[src/rtl/mcmm_pkg.sv]
// Shared types and constants for the multicore matrix-multiply run sequencer.
package mcmm_pkg;

  typedef enum logic [2:0] {
    IDLE,
    START,
    RUN,
    DONE,
    ERR
  } run_state_t;

  localparam int MAX_CORES = 16;

endpackage

[src/rtl/run_cycle_counter.sv]
// Saturating run-cycle counter with synchronous clear/enable.
// tc_o flags that the next enabled increment lands on TIMEOUT, so a caller that
// acts on tc_o in the same cycle sees count_o == TIMEOUT in the following state.
module run_cycle_counter
  import mcmm_pkg::*;
#(
  parameter int CYC_W   = 32,
  parameter int TIMEOUT = 65535
) (
  input  logic             clk,
  input  logic             RESET,
  input  logic             clr_i,
  input  logic             en_i,
  output logic [CYC_W-1:0] count_o,
  output logic             tc_o
);

  localparam logic [CYC_W-1:0] TC_VAL = CYC_W'(TIMEOUT - 1);

  logic [CYC_W-1:0] cnt_q, cnt_d;

  // next count: clear wins, otherwise increment until all-ones
  always_comb begin
    cnt_d = cnt_q;
    if (clr_i)
      cnt_d = '0;
    else if (en_i && (cnt_q != '1))
      cnt_d = cnt_q + 1'b1;
  end

  // count register
  always_ff @(posedge clk) begin
    if (RESET) cnt_q <= '0;
    else       cnt_q <= cnt_d;
  end

  assign count_o = cnt_q;
  assign tc_o    = (cnt_q >= TC_VAL);

endmodule

[src/rtl/multicore_run_ctrl.sv]
// Run sequencer: pulses START to the enabled cores on a host go, latches each
// core's END, and reports done (with elapsed cycles) once all enabled cores end.
// Optional watchdog: define RUN_TIMEOUT_EN to enable the RUN -> ERR timeout.
module multicore_run_ctrl
  import mcmm_pkg::*;
#(
  parameter int NUM_CORES = 4,
  parameter int START_LEN = 1,
  parameter int CYC_W     = 32,
  parameter int TIMEOUT   = 65535
) (
  input  logic                 clk,
  input  logic                 RESET,
  input  logic                 go,
  input  logic [NUM_CORES-1:0] core_en,
  input  logic [NUM_CORES-1:0] core_end,
  output logic [NUM_CORES-1:0] core_start,
  output logic                 busy,
  output logic                 done,
  output logic                 timeout_err,
  output logic [NUM_CORES-1:0] end_mask,
  output logic [CYC_W-1:0]     cycle_count
);

  localparam logic [15:0] SLEN_LAST = 16'(START_LEN - 1);

  run_state_t           state_q;
  logic [NUM_CORES-1:0] en_q, end_mask_q, start_q;
  logic [NUM_CORES-1:0] end_mask_nx;
  logic [15:0]          slen_q;
  logic                 busy_q, done_q, err_q;
  logic                 cnt_clr, cnt_en, tc;

  // ENDs from disabled cores are masked off before they reach the sticky mask
  assign end_mask_nx = end_mask_q | (core_end & en_q);
  assign cnt_clr     = (state_q == IDLE) && go;
  assign cnt_en      = (state_q == START) || (state_q == RUN);

  run_cycle_counter #(
    .CYC_W   (CYC_W),
    .TIMEOUT (TIMEOUT)
  ) u_cnt (
    .clk     (clk),
    .RESET   (RESET),
    .clr_i   (cnt_clr),
    .en_i    (cnt_en),
    .count_o (cycle_count),
    .tc_o    (tc)
  );

`ifndef RUN_TIMEOUT_EN
  logic unused_tc;
  assign unused_tc = tc;
`endif

  // run sequencer FSM with registered outputs
  always_ff @(posedge clk) begin
    if (RESET) begin
      state_q    <= IDLE;
      en_q       <= '0;
      end_mask_q <= '0;
      start_q    <= '0;
      slen_q     <= '0;
      busy_q     <= 1'b0;
      done_q     <= 1'b0;
      err_q      <= 1'b0;
    end else begin
      case (state_q)
        IDLE: begin
          if (go) begin
            en_q       <= core_en;
            end_mask_q <= '0;
            slen_q     <= '0;
            if (core_en != '0) begin
              state_q <= START;
              start_q <= core_en;
              busy_q  <= 1'b1;
            end else begin
              // nothing enabled: finish at once with a zero cycle count
              state_q <= DONE;
              done_q  <= 1'b1;
            end
          end
        end
        START: begin
          // an END arriving during the pulse still counts
          end_mask_q <= end_mask_nx;
          if (slen_q == SLEN_LAST) begin
            state_q <= RUN;
            start_q <= '0;
          end else begin
            slen_q <= slen_q + 1'b1;
          end
        end
        RUN: begin
          end_mask_q <= end_mask_nx;
          if (end_mask_nx == en_q) begin
            // completion beats a timeout landing in the same cycle
            state_q <= DONE;
            busy_q  <= 1'b0;
            done_q  <= 1'b1;
          end
`ifdef RUN_TIMEOUT_EN
          else if (tc) begin
            state_q <= ERR;
            busy_q  <= 1'b0;
            err_q   <= 1'b1;
          end
`endif
        end
        DONE: begin
          // go must drop before another run can be accepted
          if (!go) begin
            state_q <= IDLE;
            done_q  <= 1'b0;
          end
        end
        ERR: begin
          if (!go) begin
            state_q <= IDLE;
            err_q   <= 1'b0;
          end
        end
        default: state_q <= IDLE;
      endcase
    end
  end

  assign core_start  = start_q;
  assign busy        = busy_q;
  assign done        = done_q;
  assign timeout_err = err_q;
  assign end_mask    = end_mask_q;

endmodule

[config.mk]
export PLATFORM = sky130hd
export DESIGN_NAME = multicore_run_ctrl
export DESIGN_NICKNAME = d
export VERILOG_FILES = /design/src/rtl/mcmm_pkg.sv /design/src/rtl/run_cycle_counter.sv /design/src/rtl/multicore_run_ctrl.sv
export SDC_FILE = /design/constraint.sdc
export NUM_CORES = 1
export LEC_CHECK = 0
export ABC_AREA = 0
export CAP_MARGIN = 40
export CORE_MARGIN = 1
export CORE_UTILIZATION = 40
export DETAILED_ROUTE_END_ITERATION = 8
export PLACE_DENSITY = 0.63
export RECOVER_POWER = 25
export SKIP_LAST_GASP = 1
export SLEW_MARGIN = 25
export SYNTH_ARGS = -nofsm -noshare
export SYNTH_HDL_FRONTEND = slang
export SYNTH_SLANG_ARGS = --single-unit
[constraint.sdc]
create_clock -name clk -period 2.7 [get_ports clk]
set_clock_uncertainty 0.05 [all_clocks]
set_input_delay 0.81 -clock clk [delete_from_list [all_inputs] [get_ports clk]]
set_output_delay 0.81 -clock clk [all_outputs]
set_load 0.01 [all_outputs]
==> After elaboration in Yosys (flattened, before gate mapping) <==
Cells that the tools add are included.
{ "op_classes": {"n_reduce_logical": 20, "bitwise_logic": 2, "n_eq_ne": 14, "addsub": 2, "muxes": 24} }
{ "op_table": {"columns": ["op", "count"], "rows": [
  ["$add 32x1->32 const B", 1],
  ["$mux 16", 2],
  ["$ne 32x32->1 const B", 1],
  ["$pmux 16 s2", 1],
  ["$add 16x1->16 const B", 1],
  ["$logic_not 16->1", 1],
  ["$mux 4", 4],
  ["$pmux 4 s2", 2],
  ["$mux 3", 4],
  ["$pmux 3 s4", 1],
  ["$reduce_and 4->1", 3],
  ["$ne 2x2->1 const B", 5],
  ["$mux 1", 7],
  ["$eq 3x2->1 const B", 2],
  ["$ne 2x1->1 const B", 3],
  ["$reduce_bool 2->1", 3],
  ["$reduce_or 2->1", 3],
  ["$reduce_and 5->1", 1],
  ["$and 4x4->4", 1],
  ["$eq 4x4->1", 1],
  ["$or 4x4->4", 1],
  ["$reduce_and 2->1", 2],
  ["$reduce_bool 4->1", 1],
  ["$eq 3x1->1 const B", 1],
  ["9 further kinds", 10]
]} }
{ "totals": {"ff_bits": 65, "output_inout_bits": 43} }

==> Logic depth before layout (Yosys ltp) <==
Gate-level depths: netlist of run 1.
{ "depth": {"word_depth": 5, "mapped_depth": 9, "mapped_depth_nobuf": 7} }

==> Hierarchy <==
Synthesis of run 1 repeated with hierarchy kept, for this count alone.
{ "hier_totals": {"hier_cells": 418, "area_unflattened_um2": 3462.1} }
{ "by_module_without_submodules": {"columns": ["mod", "cells_per_inst", "seq_area_each_um2", "n_inst", "area_per_inst_um2"], "rows": [
  ["run_cycle_counter", 212, 640.6, 1, 1759.2],
  ["multicore_run_ctrl", 206, 640.6, 1, 1702.9]
]} }

==> Worst setup path after synthesis of run 1 <==
Ideal clock, no wire load.
{ "synth_timing": {"path_type": "input port to flip-flop", "startpoint": "in go", "endpoint": "reg slen_q[10]", "setup_ns": 0.128, "setup_slack_ns": 0.529, "cell_stages": 5, "required_ns": 2.522, "t_arrival_ns": 1.993, "path_cell_list": "clkbuf_1 -> nand2_1 -> o21ai_0 -> clkbuf_1 -> nor2_1"} }
{ "synth_via": {"elab_chain_len": 2} }
{ "synth_rtl": {"columns": ["element", "line", "source"], "rows": [
  ["start, declared", "multicore_run_ctrl.sv:14", "input logic go,"],
  ["$ne 2x2->1 (no line)", null, null],
  ["$reduce_and 3->1 (no line)", null, null],
  ["end signal, assigned", "multicore_run_ctrl.sv:92", "slen_q <= slen_q + 1'b1;"],
  ["end, declared", "multicore_run_ctrl.sv:30", "logic [15:0] slen_q;"]
]} }
No other way between the ends.
A chain may end at the register's enable or synchronous reset.

==> Worst setup path in the final report of run 1 <==
{ "layout_timing": {"startpoint": "reg u_cnt.cnt_q[5] (netlist: u_cnt.count_o[5])", "endpoint": "out cycle_count[5]"} }
{ "layout_rtl": {"columns": ["element", "line", "source"], "rows": [
  ["start, declared", "run_cycle_counter.sv:20", "logic [CYC_W-1:0] cnt_q, cnt_d;"],
  ["start signal, assigned", "run_cycle_counter.sv:34", "else cnt_q <= cnt_d;"],
  ["end, declared", "multicore_run_ctrl.sv:22", "output logic [CYC_W-1:0] cycle_count"]
]} }
No word-level cell between the ends.

==> summary.txt, run 1 <==
Power and ir drop
  – Maximum VDD drop: 0.000296 V
  – Leakage: roughly 1.4 nW
  – Total power: 2.70 mW
  – Pwr/cell area: between 600 and 700 nW/µm²

Setup path
  – Critical path class: flip-flop to output pin
  – Reg2Reg Setup Slack: roughly 430 ps
  – CP max-delay cell: clkdlybuf4s50_1
  – WP data required: 1840 ps
  – Reg2reg end: u_cnt.count_o[7]
  – Worst path top cell family by delay: buffers and inverters
  – CP Max Fanout: 9
  – Crit. End Element: output pin
  – Stages on the worst setup path: 1
  – WP buf/inv: 1
  – Reg2reg path depth: 6
  – Slowest stage delay, CP: 600 ps
  – Reg-to-reg startpoint: state_q[1]
  – Crit path launch type: flip-flop
  – Crit-path cells: clkdlybuf4s50_1
  – Critical path data arrival time: about 1400 ps

Hold path
  – Worst Hold End: core_start[1]
  – Hold Path Class: flip-flop to flip-flop
  – Hold_sp: core_start[1]
  – Depth of the worst hold-timing path: 2

Placed design
  – Placer's final routability congestion estimate: between 0.7 and 0.8
  – Dpl hpwl: 5.52 mm
  – Placed standard-cell area: ~4000 µm²
  – Port Buf Inserts: 52
  – Placed instance count: 532

Yosys
  – FF+latch count, synth: 64
  – Post-Synthesis Cells: roughly 390
  – Sequential-to-total area share from yosys stat: 39.2%
  – Mean Syn Cell Area: 8.45 µm²
  – Synth warnings: 0
  – Top-count cell post-synth: dfxtp_1
  – Post-synth EDFFs: 0
  – Area contributors post-synth: dfxtp_1 (39%), a21oi_1 (4.6%), nor2_1 (4.0%)
  – Mapped cell area: approximately 3300 µm²
  – Synth async-reset ratio: 0%
  – Synth top area share: 39.2%
  – Syn Nets: 405
  – Post-synthesis cell type count: 58
  – Leading area contributor after synthesis: dfxtp_1
  – Synth cell count leaders: dfxtp_1 (64), nor2_1 (35), a21oi_1 (30), nand2_1 (30), nand3_1 (21)
  – Synth Flop Type: dfxtp_1

STA
  – Worst slew pin tran: 603 ps
  – Fin crit period: 2300 ps
  – Fin. Hold Viols: 0
  – Slew margin rel.: 58.8%
  – Final Max Slew Viols: 0
  – Final setup viols: 0
  – Crit share post-route: 85.2%
  – Setup TNS: 0 ps
  – Fmax: between 400 and 500 MHz
  – RSZ-0062 raised after global routing: false

Route
  – Final WL: around 7.8 mm
  – Antenna-violating nets left: 0
  – Drt pass-1 iters: 4
  – Routed WL per cell: 14.3 µm
  – 1st-iter DRT viols: 99
  – Routed vias/inst: 5.50
  – Number of remaining DRC errors: 0
  – Vias post-DR: roughly 3000

Finish
  – Final Cell Area: 4140 µm²
  – Share of cells above drive strength 1: between 7 and 8%
  – Layout Cells excl Fill: 548
  – Fillers: 765
  – Fin nets: between 400 and 500
  – Area growth syn-to-layout: 26.5%
  – Ant diodes: 0

Clock tree
  – Post-CTS Hold Buffers: 0
  – TritonCTS Buffers: 9
  – Htree depth: 3
  – Post_cts resized: 0
  – Clock root cell: clkbuf_8
  – Clock buffer depth: 2
  – CTS clock-pin slew for the worst setup and hold paths: roughly 80 ps
  – Setup bufs post-CTS: 0
  – CTS tree: built
  – Clk sink count: 64
  – Skew-Pair Late Insertion Delay: 350 ps

Floorplanning
  – Core footprint: 7810 µm²
  – # IOs: 54
  – Die area: around 8500 µm²
  – Initial Util: 41.9%
  – Die height: a little over 90 µm
  – Die width: about 90 µm
  – Row cnt: 32

Run status
  – Status: finished clean

Global route
  – Gr ovfl total: 0
  – Tot GR Track Use: between 10% and 20%
  – Wire length of the first global-routing pass: around 13 mm
  – Largest net degree at the start of global routing: 26
  – Vias in the first global route: 2671
  – Antenna violations before repair: 0

Run
  – # Max-Cap Violations: 0
[cell families (layout without fill, tap and decap cells)]
logic type,count (synthesis),count (layout),synth area share [%]
AND/OR/NAND/NOR,176,176,30.2
multiplexers,5,5,1.57
adder cells (fa/ha/maj),7,7,2.68
XOR/XNOR,24,24,6.43
flip-flops,64,64,39.2
other,1,1,0.115
AO/OA/AOI/OAI,78,78,15.5
buffers and inverters,32,91,4.32
[sequential cells by signal, summed over array words and instances, names as in the netlist]
name	cells
en_q	4
busy	1
done	1
state_q	2
u_cnt.count_o	32
slen_q	16
end_mask	4
core_start	4
[cell type report]
class / instances / area, µm² / share of cell area [%]
repair buffers: 63 / 593 / 14.3
inverters: 12 / 45.0 / 1.09
clock buffers: 9 / 124 / 2.99
well taps: 102 / 128 / 3.09
clock inverters: 7 / 120 / 2.90
multi-input cells: 291 / 1850 / 44.6
flip-flops and latches: 64 / 1280 / 31.0
[stage by stage]
step / hold WS [ps] / setup slack, ps / utilization (%)
2_1_floorplan: 395 / 529 / -
3_3_place_gp: 392 / 203 / 50.0
3_5_place_dp: 397 / 165 / 50.0
4_1_cts: 409 / 390 / 53.1
5_1_grt: 429 / 239 / 53.0
6_report: 403 / 400 / 53.0
[cells in the final DEF (no fill, tap or decap), types with 3 or more instances in the layout]
| master | synthesis | final |
|---|---|---|
| a211oi_1 | 4 | 4 |
| or3_1 | 11 | 11 |
| o21a_1 | 5 | 5 |
| nor2b_1 | 5 | 5 |
| xor2_1 | 11 | 11 |
| nand3_1 | 21 | 21 |
| mux2i_1 | 4 | 4 |
| o41ai_1 | 4 | 4 |
| nand4_1 | 17 | 17 |
| nor2_1 | 35 | 35 |
| clkdlybuf4s50_1 | 0 | 50 |
| nor4_1 | 6 | 6 |
| and4_2 | 3 | 3 |
| o21ai_0 | 14 | 14 |
| ha_1 | 7 | 7 |
| xnor2_1 | 13 | 13 |
| clkbuf_8 | 0 | 9 |
| inv_1 | 12 | 12 |
| or4_1 | 3 | 3 |
| nor4b_1 | 4 | 4 |
| a21oi_1 | 30 | 30 |
| nand2_1 | 30 | 31 |
| bufinv_16 | 0 | 3 |
| buf_4 | 2 | 8 |
| and4_1 | 4 | 4 |
| nand2b_1 | 11 | 11 |
| o311ai_0 | 3 | 3 |
| and3_1 | 11 | 11 |
| dfxtp_1 | 64 | 64 |
| nor3_1 | 4 | 4 |
[worst max-delay path by stage]
stage	start	to	slack, ps
4_1_cts	u_cnt.count_o[5]	cycle_count[5]	390
6_report	u_cnt.count_o[5]	cycle_count[5]	400
3_3_place_gp	core_end[3]	state_q[1]	200
5_1_grt	u_cnt.count_o[11]	u_cnt.count_o[28]	240
2_1_floorplan	go	slen_q[10]	530
3_5_place_dp	core_end[3]	state_q[1]	160
[report_power, final]
group	switching, mW	leakage [nW]	total [mW]	internal (mW)
Sequential	0.0520	0.518	1.06	1.01
Clock	0.396	0.119	1.01	0.614
Combinational	0.378	0.777	0.630	0.252
[metal layers]
layer / share of wire [%] / track usage [%]
met5: 0 / 0
met4: 1.8 / 8.98
met3: 4.7 / 3.94
met2: 43 / 28.9
met1: 50 / 27.1
Power figures use the tool's default switching activity.
==> run 2, diff against run 1 <==
Settings changed: CTS_CLUSTER_DIAMETER set to 100.
==> results of run 2 <==
Final layout, timing and power as in run 1 (identical DEF).
==> run 3, diff against run 2 <==
Settings changed: CORE_UTILIZATION 40 to 53, PLACE_DENSITY 0.63 to 0.79.
==> summary.txt, run 3 (synthesis gave the netlist of run 1 again) <==
Route
  – Final WL: 7.62 mm (-2.9%)
  – Vias post-DR: 3087 (+2.5%)
  – Drt pass-1 iters: 4 (unchanged)
  – 1st-iter DRT viols: 194 (+96%)
  – Routed vias/inst: 5.95 (+8.2%)
  – Routed WL per cell: 14.7 µm (+2.5%)
  – Number of remaining DRC errors: 0 (unchanged)
  – Antenna-violating nets left: 0 (unchanged)

Clock tree
  – Htree depth: 3 (unchanged)
  – Clock root cell: clkbuf_8
  – Clock buffer depth: 2 (unchanged)
  – TritonCTS Buffers: 9 (unchanged)
  – CTS tree: built
  – Setup bufs post-CTS: 0 (unchanged)
  – Post_cts resized: 0 (unchanged)
  – Post-CTS Hold Buffers: 0 (unchanged)
  – Skew-Pair Late Insertion Delay: 340 ps (about the same)
  – CTS clock-pin slew for the worst setup and hold paths: 70 ps (about the same)
  – Clk sink count: 64 (unchanged)

Setup path
  – Critical path class: input pin to flip-flop
  – CP Max Fanout: 12 (+3)
  – Worst setup path start: go
  – Crit path launch type: input pin
  – Crit-path most repeated cell: nand2_1
  – Reg-to-reg startpoint: u_cnt.count_o[0]
  – CP max-delay cell: dlygate4sd3_1
  – Slowest stage delay, CP: 660 ps (+60 ps)
  – Crit-path cells: dlygate4sd3_1 -> clkbuf_1 -> nand2_1 -> nand2_1 -> nor2_1 -> a31o_2
  – Critical path data arrival time: 2690 ps (+1250 ps)
  – WP data required: 2890 ps (+1050 ps)
  – WP buf/inv: 2 (+1)
  – Worst path top cell family by delay: buffers and inverters
  – Crit. End Element: flip-flop

Floorplanning
  – Core footprint: 5920 µm² (-24%)
  – Initial Util: 55.2% (+13 points)
  – Row cnt: 28 (-13%)
  – Die width: 80.6 µm (-13%)
  – Die area: 6490 µm² (-24%)
  – # IOs: 54 (unchanged)
  – Die height: 80.6 µm (-13%)

STA
  – Final Max Slew Viols: 0 (unchanged)
  – Setup TNS: 0 ps (unchanged)
  – Crit share post-route: 92.9% (+7.7 points)
  – Worst slew pin tran: 589 ps (-13.8 ps)
  – RSZ-0062 raised after global routing: false
  – Final setup viols: 0 (unchanged)
  – Fin. Hold Viols: 0 (unchanged)
  – Final setup margin: 193 ps (-207 ps)
  – Fin crit period: 2510 ps (+207 ps)
  – Slew margin rel.: 60.7% (+2.0 points)
  – Fmax: 399 MHz (-8.3%)

Placed design
  – Placed instance count: 503 (-5.5%)
  – Dpl ws: 147 ps (-17.1 ps)
  – Port Buf Inserts: 52 (unchanged)
  – Dpl hpwl: 5.28 mm (-4.3%)
  – Placer's final routability congestion estimate: 0.844 (+7.8%)

Power and ir drop
  – P_sw: 809 µW (-2.1%)
  – Pint: 1.85 mW (-1.3%)
  – Sw frac: 30.5% (-0.17 points)
  – Clock share of power: 36.6% (-0.8 points)
  – Leakage: 1.44 nW (+1.9%)
  – Pwr/cell area: 648 nW/µm² (-0.64%)
  – Comb power frac: 23.6% (+0.3 points)
  – Maximum VDD drop: 0.000357 V (+21%)
  – Reg power frac: 39.8% (+0.6 points)

Run status
  – Status: finished clean

Finish
  – Area growth syn-to-layout: 25.3%
  – Ant diodes: 0 (unchanged)
  – Fin nets: 457 (-0.44%)
  – Layout Cells excl Fill: 519 (-5.3%)
  – Largest register FFs: 32 (unchanged)
  – Fillers: 477 (-38%)
  – Commonest non-fill, non-tap cell in the layout: dfxtp_1
  – Commonest non-fill, non-tap cells in the layout: dfxtp_1 (64), clkdlybuf4s50_1 (38), nor2_1 (35), nand2_1 (31), a21oi_1 (30)
  – Share of cells above drive strength 1: 7.43% (-0.42 points)

Global route
  – Gr ovfl total: 0 (unchanged)
  – Vias in the first global route: 2810 (+5.2%)
  – Tot GR Track Use: 25.7% (+6.1 points)
  – Wire length of the first global-routing pass: 12.9 mm (-2.4%)
  – Largest net degree at the start of global routing: 22 (-15%)
  – Antenna violations before repair: 0 (unchanged)

Hold path
  – Hold_sp: core_start[0]
  – Hold Path Class: flip-flop to flip-flop

Run
  – # Max-Cap Violations: 0 (unchanged)
-- run 3: changes by cell type in the layout (fill, tap and decap cells not counted), sizes merged --
cell           before  now
clkinv              3    0
bufinv              3    2
clkbuf             12   14
clkinvlp            1    2
dlygate4sd3         2   14
buf                 8    7
clkdlybuf4s50      50   38
-- run 3: final timing paths --
kind                        to  slack (ps)  cells past startpoint
min reg2reg      core_start[0]         400                      2
min              core_start[0]         400                      2
max           u_cnt.count_o[6]         190                      6
max reg2reg  u_cnt.count_o[22]         330                      6
-- run 3: through the flow --
stage | power (mW) | hold slack (ps) | util (%) | cell area [µm²]
2_1_floorplan | 1.50 | 395 | - | 3270
3_3_place_gp | 1.70 | 392 | 65.3 | 3870
3_5_place_dp | 1.73 | 402 | 65.3 | 3870
4_1_cts | 2.69 | 410 | 69.4 | 4110
5_1_grt | 2.79 | 422 | 69.2 | 4100
6_report | 2.66 | 404 | 69.2 | 4100
-- run 3: worst register-to-register path, cell delays in order (launching register included) --
cell,delay (ps)
dfxtp_1,450
ha_1,240
and4_2,290
nand4_1,440
a2111oi_0,560
xnor2_1,180
nor2_1,60
-- run 3: power by group through the flow --
stage	sequential, mW	clock, mW	combinational [mW]
final	1.06	0.972	0.627
after detailed placement	1.08	0	0.646
after floorplan	1.09	0	0.416
after global placement	1.08	0	0.624
after CTS	1.06	0.982	0.652
after global routing	1.07	1.02	0.700
-- run 3: metal layers --
metal  track usage, %  wire, µm  vias to the layer above
met5                0         0                        -
met4             11.1       142                        0
met3             4.77       430                       16
met2             40.4      3540                       98
met1             34.0      3500                     1462
li1                 -         -                     1511
-- run 3: area by class of cell --
| class | count | area [µm²] | share of cell area [%] |
|---|---|---|---|
| multi-input combinational | 291 | 1850 | 45.0 |
| timing repair buffer | 61 | 593 | 14.5 |
| sequential | 64 | 1280 | 31.3 |
| clock buffer | 12 | 165 | 4.03 |
| tap | 75 | 93.8 | 2.29 |
| inverter | 12 | 45.0 | 1.10 |
| clock inverter | 4 | 75.1 | 1.83 |
